`src/rtl/maze_solver.sv`:
```
// maze_solver: depth-first maze search initiator with direction-stack path readback
module maze_solver #(
  parameter int N = 4
) (
  input  logic         clk,
  input  logic         rst,
  input  logic         start,
  output logic [N-1:0] x,
  output logic [N-1:0] y,
  output logic         D_in,
  output logic         RD,
  output logic         WR,
  input  logic         D_out,
  output logic         busy,
  output logic         done,
  output logic         fail,
  output logic [2*N:0] path_len,
  input  logic [2*N-1:0] rd_idx,
  output logic [1:0]   rd_dir
);
  localparam int DEPTH = 1 << (2*N);
  typedef enum logic [2:0] {IDLE, CHK0, MARK, TRY, BACK, DONE, FAIL} state_t;
  state_t state, state_n;
  logic [N-1:0] cx, cy, nx, ny, bx, by;
  logic [1:0] dir, p;
  logic [1:0] stack [DEPTH];
  logic oob, at_goal, empty, push, pop;
  assign oob = dir == 2'd0 ? cx == '0 : dir == 2'd1 ? cy == '1 : dir == 2'd2 ? cx == '1 : cy == '0;
  assign nx = dir == 2'd0 ? cx - 1'b1 : dir == 2'd2 ? cx + 1'b1 : cx;
  assign ny = dir == 2'd1 ? cy + 1'b1 : dir == 2'd3 ? cy - 1'b1 : cy;
  assign p = stack[path_len[2*N-1:0] - 1'b1];
  assign bx = p == 2'd0 ? cx + 1'b1 : p == 2'd2 ? cx - 1'b1 : cx;
  assign by = p == 2'd1 ? cy - 1'b1 : p == 2'd3 ? cy + 1'b1 : cy;
  assign at_goal = cx == '1 && cy == '1;
  assign empty = path_len == '0;
  assign D_in = WR;
  assign rd_dir = stack[rd_idx];
  always_comb begin
    state_n = state;
    RD = 1'b0;
    WR = 1'b0;
    x = cx;
    y = cy;
    push = 1'b0;
    pop = 1'b0;
    case (state)
      IDLE: state_n = start ? CHK0 : IDLE;
      CHK0: begin
        RD = 1'b1;
        state_n = D_out ? FAIL : MARK;
      end
      MARK: begin
        WR = 1'b1;
        state_n = at_goal ? DONE : TRY;
      end
      TRY: begin
        x = nx;
        y = ny;
        RD = !oob;
        push = !oob && !D_out;
        state_n = push ? MARK : dir == 2'd3 ? BACK : TRY;
      end
      BACK: begin
        pop = !empty;
        state_n = empty ? FAIL : p == 2'd3 ? BACK : TRY;
      end
      default: state_n = IDLE;
    endcase
  end
  always_ff @(posedge clk) begin
    if (rst) begin
      state <= IDLE;
      cx <= '0;
      cy <= '0;
      dir <= '0;
      path_len <= '0;
      busy <= 1'b0;
      done <= 1'b0;
      fail <= 1'b0;
    end else begin
      state <= state_n;
      if (state == IDLE && start) begin
        done <= 1'b0;
        fail <= 1'b0;
        busy <= 1'b1;
        path_len <= '0;
        cx <= '0;
        cy <= '0;
      end
      if (state == MARK) dir <= '0;
      if (state == TRY && !push) dir <= dir + 1'b1;
      if (push) begin
        cx <= nx;
        cy <= ny;
        path_len <= path_len + 1'b1;
      end
      if (pop) begin
        cx <= bx;
        cy <= by;
        dir <= p + 1'b1;
        path_len <= path_len - 1'b1;
      end
      if (state == DONE) begin
        done <= 1'b1;
        busy <= 1'b0;
      end
      if (state == FAIL) begin
        fail <= 1'b1;
        busy <= 1'b0;
        path_len <= '0;
      end
    end
  end
  always_ff @(posedge clk)
    if (!rst && push) stack[path_len[2*N-1:0]] <= dir;
endmodule

```
`config.mk`:
```
export PLATFORM = sky130hd
export DESIGN_NAME = maze_solver
export DESIGN_NICKNAME = d
export VERILOG_FILES = /design/src/rtl/maze_solver.sv
export SDC_FILE = /design/constraint.sdc
export NUM_CORES = 1
export LEC_CHECK = 0
export CAP_MARGIN = 20
export CORE_ASPECT_RATIO = 2
export CORE_MARGIN = 2
export CORE_UTILIZATION = 38
export CTS_CLUSTER_SIZE = 24
export DETAILED_ROUTE_END_ITERATION = 12
export PLACE_DENSITY_LB_ADDON = 0.2
export SLEW_MARGIN = 15
export SYNTH_ARGS = -nofsm -noshare
export SYNTH_HDL_FRONTEND = slang
export SYNTH_SLANG_ARGS = --single-unit
```
`constraint.sdc`:
```
create_clock -name clk -period 7.5 [get_ports clk]
set_input_delay 0.75 -clock clk [delete_from_list [all_inputs] [get_ports clk]]
set_output_delay 0.75 -clock clk [all_outputs]
set_load 0.01 [all_outputs]
```
==> impl_metrics.toml, run 1 <==
[clocking]
ctsHtreeMaxLevel = 2
ctsHoldBuffers = 0
cts_root_buf = "clkbuf_16"
clockBufferDepth = 3
clk_latency_ns = 0.60
path_clk_slew_ns = 0.07
post_cts_buffers = 0
clock_sinks = 537
cts_buffers = 49
cts_tree = "built"
post_cts_resized = 0

[timing]
rsz0062_at_grt = "false"
fin_skew_ns = 0.0193
fmax_ghz = 0.175
finalHoldViolations = 0
worst_slack_ns = 1.77
tns_ns = 0
worst_pin_slew_ns = 1.20
finalSetupViolations = 0
relSlewSlack_pct = 20.0
fin_crit_sh_pct = 76.4
min_period_ns = 5.73
drv_slew = 0

[place]
portBuffers = 36
dp.cells = 2554
hpwl_um = 56100
place_ws_ns = 1.78
place_congestion = 0.872

[flow_run]
cap_viol_max_count = 0

[floorplan]
die_w_um = 194
die_h_um = 383
die_area_sq_mm = 0.0742
rows = 139
core_area_sq_mm = 0.0715
initial_core_util_pct = 38.2
pin_count = 37

[yosys]
yosysSeqAreaShare_pct = 58.1
synth_flop_cell = "edfxtp_1"
synth_edf_count = 512
syn_avg_cell_area_sq_um = 16.0
ys_warn_count = 0
synthArstFlopShare_pct = 0
yosysUniqueCellTypes = 79
synth_seq_cells = 537
syn_nets = 1735
synth_area_sq_mm = 0.0273
syn_inst = 1705

[setup_path]
rr_endpoint = "cy[0]$_SDFFE_PP0P_"
crit_fanout = 32
crit_path_start_kind = "flop"
r2r_setup_slack_ns = 1.77
crit_arrival_ns = 6.26
required_ns = 8.03
r2r_cells = 14
crit_path_end_kind = "flop"
r2r-start = "path_len[0]$_SDFFE_PP0P_"
critical_path_class = "flop to flop"

[hold_path]
holdPathEnd = "fail$_SDFFE_PP0P_"
min_from = "fail$_SDFFE_PP0P_"
hp-class = "flop to flop"
hold_depth = 2

[route]
first_pass_iters = 5
detail-route-antenna-nets = 0
routed_wl_um = 85800
wl_per_cell_um = 32.4
viasPerCell = 6.34
drc_errors = 0
vias = 16785
first_iter_violations = 1588

[finish]
nets = 1721
syn_to_final_growth_pct = 11.3
n_antenna_cell = 0
fillers = 6283
fin_cells = 2648
drive_above_1_share_pct = 26.7
post-route-util_pct = 42.6

[run_status]
outcome = "finished clean"

[pwr]
ir_worst_vdd_uv = 162
p_per_area_mw_per_mm2 = 219
leakage_nw = 9.34

[grt]
antenna_found_initial = 0
grt.total_usage_pct = 23.0
grt_pass1_vias = 17775
grt_max_degree = 262
grt_pass1_wl_um = 124000
grt_overflow = 0
[metal layers]
layer  up-vias  share of wire (%)  global-route usage, %
met2       756                 54                   42.1
met4         0                6.8                   14.4
met3       222                5.5                   2.96
met5         -                  0                      0
li1       6868                  -                      -
met1      8939                 34                   25.1
[logic make-up after synthesis]
family                   count (synthesis)  share of synthesized area (%)
flip-flops                             537                           58.1
AND/OR/NAND/NOR                        526                           8.56
multiplexers                           328                           26.1
buffers and inverters                  155                           2.54
AO/OA/AOI/OAI                          119                           3.13
XOR/XNOR                                22                          0.787
adder cells (fa/ha/maj)                 18                          0.824
[worst max-delay path, cell delays in order, from the launching register on]
cell       delay [ns]
dfxtp_4          0.73
inv_2            0.32
ha_1             0.45
xor2_4           0.73
buf_12           0.29
mux4_2           0.60
mux2i_1          0.23
a2111oi_1        0.12
o22ai_1          0.22
and4bb_1         0.33
nor2_1           0.11
ha_1             0.29
o31ai_1          0.78
o21ai_0          0.22
a21oi_1          0.17
[state kept, by name (all words and copies together), names as in the netlist]
register	cells
stack	512
fail	1
cx	4
done	1
state	3
dir	2
path_len	9
busy	1
cy	4
[power by group]
part,internal (mW),leakage [nW],switching [mW]
logic,0.237,3.36,0.326
clock network,1.60,0.850,1.18
registers,3.29,5.13,0.0221
[how the worst max path moves through the flow]
stage	startpoint	end	slack, ns	cells after the start
after floorplan	dir[0]$_SDFFE_PP0P_	stack[106][0]$_DFFE_PP_	0.91	10
after global placement	path_len[0]$_SDFFE_PP0P_	cy[0]$_SDFFE_PP0P_	1.82	14
after detailed placement	path_len[0]$_SDFFE_PP0P_	cy[0]$_SDFFE_PP0P_	1.78	14
after CTS	path_len[0]$_SDFFE_PP0P_	cy[0]$_SDFFE_PP0P_	1.78	14
after global routing	path_len[0]$_SDFFE_PP0P_	cy[0]$_SDFFE_PP0P_	1.41	12
final	path_len[0]$_SDFFE_PP0P_	cy[0]$_SDFFE_PP0P_	1.77	14
[placed cells by master (no fill, tap or decap), types with 12 or more instances in the layout]
master,instances
mux4_2,306
nor2_1,304
nor3_1,16
a21oi_1,26
clkdlybuf4s50_1,32
ha_1,17
o21ai_0,12
dfxtp_1,22
buf_4,35
edfxtp_1,512
nand3_1,32
clkbuf_16,51
nand4_1,13
mux2i_1,18
nor2b_1,16
nand2_1,79
[final cells by class]
type | instances | area, sq um | share of cell area (%)
multi-input cells | 1013 | 10800 | 35.6
repair buffers | 78 | 763 | 2.51
well taps | 916 | 1150 | 3.77
flip-flops and latches | 537 | 15900 | 52.2
inverters | 12 | 45.0 | 0.148
clock inverters | 37 | 468 | 1.54
clock buffers | 55 | 1290 | 4.24
[synth_stat cells (12+ instances only)]
master | count | area, sq um
edfxtp_1 | 512 | 15400
mux4_2 | 306 | 6890
nor2_1 | 305 | 1140
clkbuf_1 | 90 | 338
nand2_1 | 79 | 297
nand3_1 | 36 | 180
buf_2 | 32 | 160
a21oi_1 | 26 | 130
dfxtp_1 | 25 | 500
ha_1 | 18 | 225
mux2i_1 | 18 | 180
nor2b_1 | 16 | 100
nor3_1 | 16 | 80.1
nand4_1 | 13 | 81.3
o21ai_0 | 12 | 60.1
[metrics by stage]
| step | hold slack, ns | area (sq um) | power [mW] |
|---|---|---|---|
| 2_1_floorplan | 0.504 | 27300 | 3.76 |
| 3_3_place_gp | 0.504 | 28600 | 3.94 |
| 3_5_place_dp | 0.522 | 28600 | 3.95 |
| 4_1_cts | 0.530 | 30400 | 6.71 |
| 5_1_grt | 0.565 | 30400 | 6.83 |
| 6_report | 0.520 | 30400 | 6.65 |
(Power assumes the default switching activity.)
==> inputs of run 2 (changes only) <==
clock period = 5.2 ns   (was 7.5 ns; I/O delays follow)
==> impl_metrics.toml, run 2 (same netlist as run 1, synthesis figures left out) <==
[floorplan]
die_area_sq_mm = 0.0742
rows = 139
die_h_um = 383
pin_count = 37
core_area_sq_mm = 0.0715
initial_core_util_pct = 38.2
die_w_um = 194

[route]
detail-route-antenna-nets = 0
wl_per_cell_um = 33.4
routed_wl_um = 89200
first_pass_iters = 7
first_iter_violations = 1719
vias = 16934
drc_errors = 0
viasPerCell = 6.34

[timing]
finalSetupViolations = 0
tns_ns = 0
worst_pin_slew_ns = 1.08
fmax_ghz = 0.199
min_period_ns = 5.02
fin_skew_ns = 0.0140
drv_slew = 0
relSlewSlack_pct = 27.6
rsz0062_at_grt = "false"
finalHoldViolations = 0
worst_slack_ns = 0.177
fin_crit_sh_pct = 96.6

[clocking]
cts_tree = "built"
cts_root_buf = "clkbuf_16"
post_cts_resized = 0
clock_sinks = 537
clk_latency_ns = 0.60
ctsHtreeMaxLevel = 2
post_cts_buffers = 0
clockBufferDepth = 3
cts_buffers = 48
path_clk_slew_ns = 0.07
ctsHoldBuffers = 0

[setup_path]
crit_path_end_kind = "flop"
critPathSlowestCell = "xnor2_1"
crit_chain = "or4_1, or4_1, xnor2_1, o211ai_1, o22ai_1, and4bb_1, nor2_1, ha_1, o31ai_1, buf_4, o21ai_0, a21oi_1"
slowest_delay_ns = 0.83
crit_start = "path_len[2]$_SDFFE_PP0P_"
crit_fanout = 18
crit_path_start_kind = "flop"
cp_common_cell = "or4_1"
crit_arrival_ns = 5.53
critical_path_class = "flop to flop"
r2r-start = "path_len[2]$_SDFFE_PP0P_"
required_ns = 5.71

[place]
place_ws_ns = 0.290
portBuffers = 36
place_congestion = 0.863
hpwl_um = 60900

[finish]
layout_common_cells = "512 x edfxtp_1, 306 x mux4_2, 305 x nor2_1, 79 x nand2_1, 57 x buf_4"
syn_to_final_growth_pct = 11.6
fillers = 6375
largest_reg_flops = 512
final_common_cell = "edfxtp_1"
n_antenna_cell = 0
drive_above_1_share_pct = 26.7
nets = 1748

[grt]
grt.total_usage_pct = 24.0
grt_pass1_vias = 18014
grt_overflow = 0
grt_pass1_wl_um = 128000
grt_max_degree = 98
antenna_found_initial = 0

[pwr]
ir_worst_vdd_uv = 228
p_per_area_mw_per_mm2 = 305
leakage_nw = 9.41

[flow_run]
cap_viol_max_count = 0

[run_status]
outcome = "finished clean"

[hold_path]
hp-class = "flop to flop"
min_from = "fail$_SDFFE_PP0P_"
-- run 2: metrics by stage --
| stage | instances | instance area [sq um] | total power [mW] | utilization, % | hold WS [ns] |
|---|---|---|---|---|---|
| floorplan | 1705 | 27300 | 5.41 | - | 0.504 |
| global placement | 2583 | 28900 | 5.72 | 40.5 | 0.510 |
| detailed placement | 2583 | 28900 | 5.73 | 40.5 | 0.520 |
| CTS | 2669 | 30500 | 9.36 | 42.7 | 0.529 |
| global route | 2670 | 30500 | 9.55 | 42.7 | 0.570 |
| finish | 2670 | 30500 | 9.31 | 42.7 | 0.524 |
-- run 2: where the power goes --
part | internal, mW | switching (mW)
clock network | 2.05 | 1.63
logic | 0.355 | 0.497
registers | 4.75 | 0.0296
total | 7.15 | 2.16
-- run 2: worst paths after layout --
path	slack, ns	endpoint	depth (start not counted)
worst max-delay path	0.18	cy[0]$_SDFFE_PP0P_	12
worst min-delay path	0.52	fail$_SDFFE_PP0P_	2
worst max register to register	0.18	cy[0]$_SDFFE_PP0P_	12
worst min register to register	0.52	fail$_SDFFE_PP0P_	2
-- run 2: area by class of cell --
cell class / count / area [sq um] / area share (%)
repair buffers: 106 / 1040 / 3.41
clock inverters: 28 / 293 / 0.960
well taps: 916 / 1150 / 3.76
multi-input cells: 1013 / 10800 / 35.4
flip-flops and latches: 537 / 15900 / 52.1
clock buffers: 58 / 1280 / 4.20
inverters: 12 / 45.0 / 0.148
-- run 2: critical path, delay by kind of cell, from the launching register on --
kind | cells | cell delay (ns)
xor+xnor | 1 | 0.83
compound gates | 5 | 1.16
flops | 1 | 0.60
simple gates | 4 | 1.80
buf+inv | 1 | 0.23
fa+ha+maj | 1 | 0.29
-- run 2: layer usage --
metal  track usage [%]  up-vias  share of wire, %
met1              25.7     9087                33
met4              14.2        0               6.6
met3              2.94      215               5.1
met2              45.1      711                55
met5                 0        -                 0
li1                  -     6921                 -
